## config.mk

```make
export PLATFORM = sky130hd
export DESIGN_NAME = uart_core
export DESIGN_NICKNAME = d
export VERILOG_FILES = /design/src/rtl/uart_pkg.sv /design/src/rtl/uart_if.sv /design/src/rtl/uart_rx_engine.sv /design/src/rtl/uart_tx_engine.sv /design/src/rtl/uart_core.sv
export SDC_FILE = /design/constraint.sdc
export NUM_CORES = 1
export LEC_CHECK = 0
export BUFFER_PORTS_ARGS = -buffer_cell sky130_fd_sc_hd__buf_2
export CORE_MARGIN = 3
export CORE_UTILIZATION = 55
export DETAILED_ROUTE_END_ITERATION = 8
export GPL_ROUTABILITY_DRIVEN = 0
export PLACE_DENSITY = 0.74
export SLEW_MARGIN = 15
export SYNTH_ARGS = -nofsm -noshare
export SYNTH_HDL_FRONTEND = slang
export SYNTH_SLANG_ARGS = --single-unit
```

## constraint.sdc

```tcl
create_clock -name clk -period 3 [get_ports clk]
set_input_delay 0.6 -clock clk [delete_from_list [all_inputs] [get_ports clk]]
set_output_delay 0.6 -clock clk [all_outputs]
set_load 0.02 [all_outputs]
```

## src/rtl/uart_pkg.sv

```systemverilog
// Shared definitions for the UART core: parity modes, engine state encodings
// and the parity helper used by both the transmit and receive engines.
package uart_pkg;

    localparam int PARITY_NONE = 0;
    localparam int PARITY_ODD  = 1;
    localparam int PARITY_EVEN = 2;

    typedef enum logic [2:0] {
        TX_IDLE   = 3'd0,
        TX_START  = 3'd1,
        TX_DATA   = 3'd2,
        TX_PARITY = 3'd3,
        TX_STOP   = 3'd4
    } tx_state_t;

    typedef enum logic [2:0] {
        RX_IDLE      = 3'd0,
        RX_START     = 3'd1,
        RX_DATA      = 3'd2,
        RX_PARITY    = 3'd3,
        RX_STOP      = 3'd4,
        RX_WAIT_IDLE = 3'd5
    } rx_state_t;

    // Payload is zero-extended to 9 bits so every legal width shares one helper.
    function automatic logic calc_parity(input logic [8:0] data, input logic odd);
        return (^data) ^ odd;
    endfunction

endpackage

```

## src/rtl/uart_if.sv

```systemverilog
// Fabric-side bundle of the UART: transmit handshake and receive result signals.
interface uart_if #(parameter int DATA_BITS = 8);
    logic                 start;
    logic [DATA_BITS-1:0] tx_data;
    logic                 busy;
    logic [DATA_BITS-1:0] rx_data;
    logic                 rx_valid;
    logic                 rx_error;
    logic                 parity_error;

    modport master  (output start, tx_data,
                     input  busy, rx_data, rx_valid, rx_error, parity_error);
    modport slave   (input  start, tx_data,
                     output busy, rx_data, rx_valid, rx_error, parity_error);
    modport tx_side (input  start, tx_data, output busy);
    modport rx_side (output rx_data, rx_valid, rx_error, parity_error);
endinterface

```

## src/rtl/uart_rx_engine.sv

```systemverilog
// UART receiver: 2-flop synchroniser, start-bit glitch filter, mid-bit sampling,
// parity and framing checks with framing taking precedence.
module uart_rx_engine
    import uart_pkg::*;
#(
    parameter int CLKS_PER_BIT = 434,
    parameter int DATA_BITS    = 8,
    parameter int PARITY       = 0
) (
    input  logic   clk_i,
    input  logic   reset_i,
    input  logic   serial_i,
    uart_if.rx_side bus
);

    localparam int            CW       = $clog2(CLKS_PER_BIT + 1);
    localparam logic [CW-1:0] BIT_END  = CW'(CLKS_PER_BIT - 1);
    localparam logic [CW-1:0] HALF_END = CW'(CLKS_PER_BIT / 2 - 1);
    localparam logic [CW-1:0] BAUD_ONE = CW'(1);
    localparam logic [3:0]    LAST_BIT = 4'(DATA_BITS - 1);
    localparam logic          ODD      = (PARITY == PARITY_ODD);
    localparam logic          HAS_PAR  = (PARITY != PARITY_NONE);

    logic                 sync1_q, sync2_q;
    rx_state_t            state_q, state_d;
    logic [CW-1:0]        baud_q, baud_d;
    logic [3:0]           bit_q, bit_d;
    logic [DATA_BITS-1:0] shift_q, shift_d;
    logic                 par_ok_q, par_ok_d;
    logic [DATA_BITS-1:0] data_q, data_d;
    logic                 valid_q, valid_d;
    logic                 err_q, err_d;
    logic                 perr_q, perr_d;
    logic                 rx_s;

    assign rx_s = sync2_q;

    // Next-state logic; the stop sample resolves the frame and returns to IDLE
    // half a bit early so back-to-back frames are caught.
    always_comb begin
        state_d  = state_q;
        baud_d   = baud_q;
        bit_d    = bit_q;
        shift_d  = shift_q;
        par_ok_d = par_ok_q;
        data_d   = data_q;
        valid_d  = 1'b0;
        err_d    = 1'b0;
        perr_d   = 1'b0;
        case (state_q)
            RX_IDLE: begin
                if (!rx_s) begin
                    state_d = RX_START;
                    baud_d  = '0;
                end else begin
                    state_d = RX_IDLE;
                end
            end
            RX_START: begin
                if (baud_q == HALF_END) begin
                    baud_d = '0;
                    bit_d  = 4'd0;
                    if (rx_s) begin
                        state_d = RX_IDLE;
                    end else begin
                        state_d = RX_DATA;
                    end
                end else begin
                    baud_d = baud_q + BAUD_ONE;
                end
            end
            RX_DATA: begin
                if (baud_q == BIT_END) begin
                    baud_d  = '0;
                    shift_d = {rx_s, shift_q[DATA_BITS-1:1]};
                    if (bit_q == LAST_BIT) begin
                        par_ok_d = 1'b1;
                        state_d  = HAS_PAR ? RX_PARITY : RX_STOP;
                    end else begin
                        bit_d = bit_q + 4'd1;
                    end
                end else begin
                    baud_d = baud_q + BAUD_ONE;
                end
            end
            RX_PARITY: begin
                if (baud_q == BIT_END) begin
                    baud_d   = '0;
                    par_ok_d = (rx_s == calc_parity(9'(shift_q), ODD));
                    state_d  = RX_STOP;
                end else begin
                    baud_d = baud_q + BAUD_ONE;
                end
            end
            RX_STOP: begin
                if (baud_q == BIT_END) begin
                    baud_d = '0;
                    data_d = shift_q;
                    if (!rx_s) begin
                        err_d   = 1'b1;
                        state_d = RX_WAIT_IDLE;
                    end else if (!par_ok_q) begin
                        err_d   = 1'b1;
                        perr_d  = 1'b1;
                        state_d = RX_IDLE;
                    end else begin
                        valid_d = 1'b1;
                        state_d = RX_IDLE;
                    end
                end else begin
                    baud_d = baud_q + BAUD_ONE;
                end
            end
            RX_WAIT_IDLE: begin
                if (rx_s) begin
                    state_d = RX_IDLE;
                end else begin
                    state_d = RX_WAIT_IDLE;
                end
            end
            default: begin
                state_d = RX_IDLE;
            end
        endcase
    end

    // Synchroniser, state and result registers.
    always_ff @(posedge clk_i) begin
        if (reset_i) begin
            sync1_q  <= 1'b1;
            sync2_q  <= 1'b1;
            state_q  <= RX_IDLE;
            baud_q   <= '0;
            bit_q    <= 4'd0;
            shift_q  <= '0;
            par_ok_q <= 1'b1;
            data_q   <= '0;
            valid_q  <= 1'b0;
            err_q    <= 1'b0;
            perr_q   <= 1'b0;
        end else begin
            sync1_q  <= serial_i;
            sync2_q  <= sync1_q;
            state_q  <= state_d;
            baud_q   <= baud_d;
            bit_q    <= bit_d;
            shift_q  <= shift_d;
            par_ok_q <= par_ok_d;
            data_q   <= data_d;
            valid_q  <= valid_d;
            err_q    <= err_d;
            perr_q   <= perr_d;
        end
    end

    assign bus.rx_data      = data_q;
    assign bus.rx_valid     = valid_q;
    assign bus.rx_error     = err_q;
    assign bus.parity_error = perr_q;

endmodule

```

## src/rtl/uart_tx_engine.sv

```systemverilog
// UART transmitter: start bit, LSB-first payload, optional parity, stop bit(s).
// serial_o and busy are registered so the line never glitches.
module uart_tx_engine
    import uart_pkg::*;
#(
    parameter int CLKS_PER_BIT = 434,
    parameter int DATA_BITS    = 8,
    parameter int PARITY       = 0,
    parameter int STOP_BITS    = 1
) (
    input  logic   clk_i,
    input  logic   reset_i,
    uart_if.tx_side bus,
    output logic   serial_o
);

    localparam int              CW       = $clog2(2 * CLKS_PER_BIT + 1);
    localparam logic [CW-1:0]   BIT_END  = CW'(CLKS_PER_BIT - 1);
    localparam logic [CW-1:0]   STOP_END = CW'(STOP_BITS * CLKS_PER_BIT - 1);
    localparam logic [CW-1:0]   BAUD_ONE = CW'(1);
    localparam logic [3:0]      LAST_BIT = 4'(DATA_BITS - 1);
    localparam logic            ODD      = (PARITY == PARITY_ODD);
    localparam logic            HAS_PAR  = (PARITY != PARITY_NONE);

    tx_state_t            state_q, state_d;
    logic [CW-1:0]        baud_q, baud_d;
    logic [3:0]           bit_q, bit_d;
    logic [DATA_BITS-1:0] shift_q, shift_d;
    logic                 par_q, par_d;
    logic                 tx_q, tx_d;
    logic                 busy_q, busy_d;

    // Next-state logic: each state lasts one bit period, STOP lasts STOP_BITS periods.
    always_comb begin
        state_d = state_q;
        baud_d  = baud_q;
        bit_d   = bit_q;
        shift_d = shift_q;
        par_d   = par_q;
        tx_d    = tx_q;
        busy_d  = busy_q;
        case (state_q)
            TX_IDLE: begin
                if (bus.start) begin
                    state_d = TX_START;
                    baud_d  = '0;
                    bit_d   = 4'd0;
                    shift_d = bus.tx_data;
                    par_d   = calc_parity(9'(bus.tx_data), ODD);
                    tx_d    = 1'b0;
                    busy_d  = 1'b1;
                end else begin
                    tx_d   = 1'b1;
                    busy_d = 1'b0;
                end
            end
            TX_START: begin
                if (baud_q == BIT_END) begin
                    state_d = TX_DATA;
                    baud_d  = '0;
                    tx_d    = shift_q[0];
                end else begin
                    baud_d = baud_q + BAUD_ONE;
                end
            end
            TX_DATA: begin
                if (baud_q == BIT_END) begin
                    baud_d = '0;
                    if (bit_q == LAST_BIT) begin
                        if (HAS_PAR) begin
                            state_d = TX_PARITY;
                            tx_d    = par_q;
                        end else begin
                            state_d = TX_STOP;
                            tx_d    = 1'b1;
                        end
                    end else begin
                        bit_d   = bit_q + 4'd1;
                        shift_d = shift_q >> 1;
                        tx_d    = shift_q[1];
                    end
                end else begin
                    baud_d = baud_q + BAUD_ONE;
                end
            end
            TX_PARITY: begin
                if (baud_q == BIT_END) begin
                    state_d = TX_STOP;
                    baud_d  = '0;
                    tx_d    = 1'b1;
                end else begin
                    baud_d = baud_q + BAUD_ONE;
                end
            end
            TX_STOP: begin
                if (baud_q == STOP_END) begin
                    state_d = TX_IDLE;
                    baud_d  = '0;
                    tx_d    = 1'b1;
                    busy_d  = 1'b0;
                end else begin
                    baud_d = baud_q + BAUD_ONE;
                end
            end
            default: begin
                state_d = TX_IDLE;
                tx_d    = 1'b1;
                busy_d  = 1'b0;
            end
        endcase
    end

    // State and output registers.
    always_ff @(posedge clk_i) begin
        if (reset_i) begin
            state_q <= TX_IDLE;
            baud_q  <= '0;
            bit_q   <= 4'd0;
            shift_q <= '0;
            par_q   <= 1'b0;
            tx_q    <= 1'b1;
            busy_q  <= 1'b0;
        end else begin
            state_q <= state_d;
            baud_q  <= baud_d;
            bit_q   <= bit_d;
            shift_q <= shift_d;
            par_q   <= par_d;
            tx_q    <= tx_d;
            busy_q  <= busy_d;
        end
    end

    assign serial_o = tx_q;
    assign bus.busy = busy_q;

endmodule

```

## src/rtl/uart_core.sv

```systemverilog
// Full-duplex UART top: fabric pins are gathered onto an internal bundle that
// the independent transmit and receive engines attach to.
module uart_core #(
    parameter int CLKS_PER_BIT = 434,
    parameter int DATA_BITS    = 8,
    parameter int PARITY       = 0,
    parameter int STOP_BITS    = 1
) (
    input  logic                 clk,
    input  logic                 reset,
    input  logic                 start,
    input  logic [DATA_BITS-1:0] i_data,
    output logic                 o_busy,
    output logic                 serial_out,
    input  logic                 serial_in,
    output logic [DATA_BITS-1:0] received_data,
    output logic                 data_is_valid,
    output logic                 rx_error,
    output logic                 parity_error
);

    uart_if #(.DATA_BITS(DATA_BITS)) u_bus ();

    assign u_bus.start    = start;
    assign u_bus.tx_data  = i_data;
    assign o_busy         = u_bus.busy;
    assign received_data  = u_bus.rx_data;
    assign data_is_valid  = u_bus.rx_valid;
    assign rx_error       = u_bus.rx_error;
    assign parity_error   = u_bus.parity_error;

    uart_tx_engine #(
        .CLKS_PER_BIT(CLKS_PER_BIT),
        .DATA_BITS   (DATA_BITS),
        .PARITY      (PARITY),
        .STOP_BITS   (STOP_BITS)
    ) u_tx (
        .clk_i   (clk),
        .reset_i (reset),
        .bus     (u_bus.tx_side),
        .serial_o(serial_out)
    );

    uart_rx_engine #(
        .CLKS_PER_BIT(CLKS_PER_BIT),
        .DATA_BITS   (DATA_BITS),
        .PARITY      (PARITY)
    ) u_rx (
        .clk_i   (clk),
        .reset_i (reset),
        .serial_i(serial_in),
        .bus     (u_bus.rx_side)
    );

endmodule

```

==> impl_results.md, run 1 <==
- Setup TNS: 0 ns
- Post-CTS sizing: 0
- EDFF count, synth: 0
- Largest net degree at the start of global routing: 26
- RSZ-0062 raised after global routing: false
- Worst hold path type: register to register
- Crit share post-route: between 70% and 80%
- GRT Residual Overflow: 0
- Post-route DRC: 0
- Final Hold Viols: 0
- Number of distinct library cells after synthesis: 54
- Comb pwr share: about 7%
- Synth area leader: dfxtp_1
- CTS root buf: clkbuf_8
- Crit-path max FO: 17
- DRT iter0 DRCs: between 70 and 80
- DR vias/cell: 5.50
- Initial Utilization: 59.2%
- Nets: roughly 390
- Max_cap viols: 0
- Gr usage total: 19.4%
- H-Tree Level Count: 3
- # diodes: 0
- Final setup vio count: 0
- WL per Instance: around 13 um
- Vias: about 2,500
- Overall die area: 0.00669 mm^2
- Core Util, Final: 65.3%
- CTS tree: built
- Seq pwr share: 53.5%
- Sequential-to-total area share from yosys stat: between 40% and 50%
- Internal power: roughly 1.3 mW
- Top post-synthesis cells by area: dfxtp_1 41%, nor2_1 5.3%, mux2i_1 5.1%, xnor2_1 3.9%, nand2_1 3.8%
- DPL Wire Length: 4040 um
- Fraction of power consumed by the clock network: between 30% and 40%
- Max-slew violation count: 0
- Net switching power: ~0.41 mW
- CP endpoint kind: register
- Detailed Route WL: 5770 um
- Worst r2r path cells: 5
- Switching Fraction: 24.3%
- Status: complete, no violations
- Fraction of layout cells with a size suffix above 1: 16.2%
- CP Launch Type: register
- FMAX: roughly 470 MHz
- Lkg Pwr: ~1.3 nW
- Die width: 81.8 um
- CTS Hold Buffers Added: 0
- Ports: 25
- Die Span Y: 81.8 um
- Clk_lat worst skew: 0.34 ns
- Final Hold Slack: a little over 0.4 ns
- Post-synth top flop: dfxtp_1
- Power after layout: about 1.7 mW
- First-pass GRT wire length: 10,100 um
- Slew @ Worst Pin: approximately 0.65 ns
- Row count: 26
- Period minus WS final: about 2.1 ns
- Reg clk slew, reported paths: roughly 0.07 ns
- FFs w/ async S/R, synth: 0%
- Setup Buffers After CTS: 0
- CTS sink count: 65
- Rel. slew slack: 56.3%
- Power Dens Cells: 482 mW/mm^2
- Area growth, synth to finish: 10.3%
- Hold Path Stages: 1
- Initial antenna violation count: 0
- Synth warnings: 0
- Router iterations before antenna repair: 5
- Post-synthesis cell count: approximately 350
- Max Buffers Root-to-Sink: 2
- Crit path kind: register to register
- Number of port buffers: 24
- Arrival @ worst endpoint: 2.36 ns
- Vias in the first global route: between 2,000 and 2,500
- TritonCTS Buffers: 9
- Syn Area/Cell: around 9.0 um^2
- Flops & latches, synth: 65
- Worst clock skew: roughly 0.013 ns
- Antenna-violating nets left: 0
- Syn nets: 370
- Synth Cell Area: between 0.003 and 0.004 mm^2
- Core area: 0.00534 mm^2
- CP required: roughly 3.2 ns
- VDD IR max: ~460 uV
- Area fraction of the dominant cell type after synthesis: between 40 and 50%
[per-stage QoR]
step | area [um^2] | cells | setup slack (ns)
after floorplan | 3160 | 351 | 1.32
after global placement | 3300 | 431 | 0.953
after detailed placement | 3300 | 431 | 0.851
after CTS | 3480 | 447 | 0.851
after global routing | 3480 | 447 | 0.696
final | 3480 | 447 | 0.855
[flip-flops by register name, summed over array words and instances (netlist names)]
register	cells
u_rx.baud_q	9
u_rx.bit_q	4
u_rx.bus.parity_error	1
u_rx.bus.rx_data	8
u_rx.bus.rx_error	1
u_rx.bus.rx_valid	1
u_rx.par_ok_q	1
u_rx.rx_s	1
u_rx.shift_q	8
u_rx.state_q	3
u_rx.sync1_q	1
u_tx.baud_q	10
u_tx.bit_q	4
u_tx.bus.busy	1
u_tx.serial_o	1
u_tx.shift_q	8
u_tx.state_q	3
[synth_stat cells, types with 3 or more instances]
cell and count:
nor2_1 45, nand3b_1 6, nand2b_1 6, a211oi_2 5
and2_1 9, clkbuf_1 9, o21ai_1 7, nor3_1 10
a31oi_1 5, nand2_1 32, buf_2 6, a21oi_1 22
or3b_1 3, o21ai_0 3, xnor2_1 14, mux2i_1 16
xor2_1 10, a211oi_1 6, ha_1 7, nand3_1 8
nand4_1 5, nor4b_1 3, o21a_1 4, inv_1 9
dfxtp_1 65
[power by group through the flow]
stage	Combinational (mW)	Sequential [mW]	Clock, mW
2_1_floorplan	0.0955	0.912	0
3_3_place_gp	0.115	0.916	0
3_5_place_dp	0.118	0.917	0
4_1_cts	0.118	0.897	0.690
5_1_grt	0.134	0.900	0.722
6_report	0.117	0.898	0.663
[area by class of cell]
type | instances | area (um^2)
Fill cell | 482 | 1850
Multi-Input combinational cell | 259 | 1730
Sequential cell | 65 | 1300
Clock buffer | 11 | 151
Timing Repair Buffer | 28 | 150
Tap cell | 70 | 87.6
Inverter | 9 | 33.8
Clock inverter | 5 | 30.0
[critical path: stages (launching register included)]
cell and delay [ns]:
dfxtp_1 0.56, nor3b_2 0.55, a21oi_2 0.19, a21oi_4 0.43, mux2i_1 0.24, nor2_1 0.05
[per-layer routing]
layer  part of all wire (%)  global-route usage (%)  up-vias  wire length (um)
met5                      0                       0        -                 0
met4                    1.2                    6.48        0                68
met3                    3.7                    5.92        8               213
met2                     47                    32.1       34              2710
met1                     48                    24.1     1145              2780
li1                       -                       -     1271                 -
[final timing paths]
kind	startpoint	to	slack, ns
setup / recovery	u_tx.state_q[1]	u_tx.bit_q[1]	0.86
hold / removal	u_rx.sync1_q	u_rx.rx_s	0.41
setup reg to reg	u_tx.state_q[1]	u_tx.bit_q[1]	0.86
hold reg to reg	u_rx.sync1_q	u_rx.rx_s	0.41
[placed cells by master, fill, tap and decap left out, types with 2 or more instances in the layout]
| cell | count |
|---|---|
| or3b_1 | 3 |
| nand2b_1 | 6 |
| nor3b_1 | 2 |
| nor2_1 | 45 |
| and3_1 | 2 |
| or4_1 | 2 |
| clkinv_2 | 3 |
| o21a_1 | 4 |
| and2_1 | 9 |
| a31oi_1 | 5 |
| a211oi_1 | 6 |
| nand2_1 | 32 |
| nand3_1 | 8 |
| inv_1 | 9 |
| dfxtp_1 | 65 |
| buf_4 | 4 |
| a21oi_1 | 22 |
| nand4_1 | 5 |
| ha_1 | 7 |
| mux2i_1 | 16 |
| a41oi_1 | 2 |
| nand3b_1 | 6 |
| a211oi_2 | 5 |
| nor3_1 | 10 |
| nor4b_1 | 3 |
| o21ai_0 | 3 |
| o21ai_1 | 7 |
| buf_2 | 24 |
| xor2_1 | 10 |
| or3_1 | 2 |
| or2_2 | 2 |
| clkinvlp_4 | 2 |
| xnor2_1 | 14 |
| clkbuf_8 | 11 |
[kinds of logic after synthesis]
kind of cell / Yosys count / synth area share (%)
buf+inv: 27 / 4.04
simple gates: 146 / 24.6
flops: 65 / 41.2
mux: 17 / 5.43
xor+xnor: 25 / 7.37
fa+ha+maj: 7 / 2.77
compound gates: 64 / 14.6
Power figures use the tool's default switching activity.
==> run 2, diff against run 1 <==
CORE_UTILIZATION = 54   (was 55)
PLACE_DENSITY = 0.76   (was 0.74)
clock period = 1.9 ns   (was 3 ns; I/O delays follow)
==> impl_results.md, run 2 (synthesized netlist as in run 1, its figures left out) <==
- Vias in the first global route: 2,326 (+1.0%)
- Nets: 406 (+3.8%)
- Seq pwr share: 53.6% (about the same)
- CTS root buf: clkbuf_8
- WL per Instance: 13.5 um (+4.3%)
- Row count: 27 (+3.8%)
- Antenna-violating nets left: 0 (unchanged)
- Die width: 82.5 um (+0.86%)
- Gr usage total: 20.0% (+0.57 points)
- Hold worst-path end: u_rx.sync1_q
- Final non-filler cell area: 0.00363 mm^2 (+4.1%)
- Top reg by flops: u_tx.baud_q
- CP endpoint kind: register
- Core area: 0.00557 mm^2 (+4.5%)
- TritonCTS Buffers: 9 (unchanged)
- Largest register FFs: 10 (unchanged)
- Clk_lat worst skew: 0.34 ns (about the same)
- CTS tree: built
- Power Dens Cells: 727 mW/mm^2 (+51%)
- Area growth, synth to finish: 14.9%
- Commonest non-fill, non-tap cell in the layout: dfxtp_1
- Commonest cells after routing, fill and taps aside: 64 x dfxtp_1, 45 x nor2_1, 31 x nand2_1
- Worst r2r path cells: 6 (+1)
- Number of port buffers: 24 (unchanged)
- H-Tree Level Count: 3 (unchanged)
- Post-route DRC: 0 (unchanged)
- Reg2reg end: u_tx.bit_q[2]
- Crit share post-route: 95.1% (+24 points)
- Final Hold Viols: 0 (unchanged)
- DR vias/cell: 5.50 (about the same)
- VDD IR max: 389 uV (-16%)
- Detailed Route WL: 6230 um (+8.0%)
- FF-to-FF setup slack: 0.09 ns (-0.76 ns)
- CTS sink count: 65 (unchanged)
- Initial Utilization: 56.7% (-2.5 points)
- Fraction of layout cells with a size suffix above 1: 19.9% (+3.8 points)
- Max-slew violation count: 0 (unchanged)
- Reg clk slew, reported paths: 0.07 ns (about the same)
- Placed Area: 0.00340 mm^2 (+3.0%)
- Vias: 2,545 (+3.5%)
- CP required: 2.12 ns (-1.09 ns)
- Max_cap viols: 0 (unchanged)
- # diodes: 0 (unchanged)
- CP Launch Type: register
- Arrival @ worst endpoint: 2.03 ns (-0.33 ns)
- Crit-path max FO: 8 (-9)
- Ports: 25 (unchanged)
- Max Buffers Root-to-Sink: 2 (unchanged)
- DRT iter0 DRCs: 69 (-12%)
- Overall die area: 0.00680 mm^2 (+1.7%)
- Net switching power: 0.651 mW (+60%)
- Worst clock skew: 0.00690 ns (-0.00600 ns)
- Final setup vio count: 0 (unchanged)
- Status: complete, no violations
- Period minus WS final: 1.81 ns (-0.337 ns)
- Internal power: 1.99 mW (+56%)
- Slew @ Worst Pin: 0.451 ns (-0.200 ns)
- Hold Path Stages: 2 (+1)
- FMAX: 553 MHz (+19%)
- Fraction of power consumed by the clock network: 38.2% (-1.3 points)
- Switching Fraction: 24.7% (+0.37 points)
- Largest net degree at the start of global routing: 28 (+7.7%)
- Crit path kind: register to register
- First-pass GRT wire length: 10,400 um (+2.7%)
- RR Startpoint: u_tx.baud_q[2]
- Die Span Y: 82.5 um (+0.86%)
- GRT Residual Overflow: 0 (unchanged)
- DPL Wire Length: 4300 um (+6.7%)
- Worst hold path type: input pin to register
- HP Start: serial_in
- FILL cells: 484 (+0.41%)
- Rel. slew slack: 69.7% (+13 points)
- Lkg Pwr: 1.38 nW (+5.5%)
- Router iterations before antenna repair: 4 (-1)
- Largest registers: u_tx.baud_q x10, u_rx.baud_q x9
- Comb pwr share: 8.2% (+1.2 points)
- Core Util, Final: 65.1% (-0.22 points)
- RSZ-0062 raised after global routing: true
- Initial antenna violation count: 0 (unchanged)
- CTS Hold Buffers Added: 0 (unchanged)
==> run 2: routing by layer <==
metal,part of all wire [%],global-route usage (%)
met5,0,0
met4,1.8,8.66
met3,4.7,6.29
met2,47,31.7
met1,47,25.1
==> run 2: area by class of cell <==
class | instances | area (um^2) | area share, %
Clock buffer | 12 | 145 | 4.00
Clock inverter | 3 | 17.5 | 0.483
Inverter | 9 | 33.8 | 0.931
Multi-Input combinational cell | 259 | 1770 | 48.8
Sequential cell | 65 | 1300 | 35.9
Tap cell | 72 | 90.1 | 2.48
Timing Repair Buffer | 43 | 270 | 7.45
==> run 2: worst max-delay path: stages (launching register included) <==
cell      delay (ns)
dfxtp_1         0.35
nor4b_2         0.31
nand4_1         0.34
buf_6           0.26
a211oi_2        0.23
xnor2_1         0.14
nor3_1          0.06
==> run 2: power by group through the flow <==
stage | Sequential (mW) | Clock [mW] | Combinational [mW]
3_5_place_dp | 1.45 | 0 | 0.208
3_3_place_gp | 1.44 | 0 | 0.205
2_1_floorplan | 1.44 | 0 | 0.151
6_report | 1.41 | 1.01 | 0.216
4_1_cts | 1.41 | 1.04 | 0.209
5_1_grt | 1.42 | 1.10 | 0.241
==> run 2: worst max path at each step <==
stage,startpoint,endpoint,slack [ns]
detailed placement,u_rx.baud_q[0],u_rx.bit_q[0],0.06
CTS,u_rx.baud_q[0],u_rx.bit_q[0],0.04
finish,u_tx.baud_q[2],u_tx.bit_q[2],0.09
global placement,u_rx.baud_q[0],u_rx.bit_q[0],0.17
global route,u_tx.baud_q[3],u_tx.bit_q[3],-0.05
floorplan,u_tx.state_q[1],u_tx.baud_q[9],0.23
==> run 2: per-stage QoR <==
step / setup slack (ns) / power [mW] / hold WS (ns) / cells / setup TNS, ns
after floorplan: 0.233 / 1.59 / 0.389 / 351 / 0
after global placement: 0.167 / 1.65 / 0.402 / 446 / 0
after detailed placement: 0.0642 / 1.65 / 0.408 / 446 / 0
after CTS: 0.0439 / 2.67 / 0.210 / 461 / 0
after global routing: -0.0502 / 2.76 / 0.217 / 463 / -0.450
final: 0.0923 / 2.64 / 0.226 / 463 / 0
==> run 2: timing repair <==
| action | CTS | global route |
|---|---|---|
| buffers inserted | 0 | 2 |
| gates resized for setup | 0 | 9 |
| endpoints found under the setup margin | 0 | 30 |
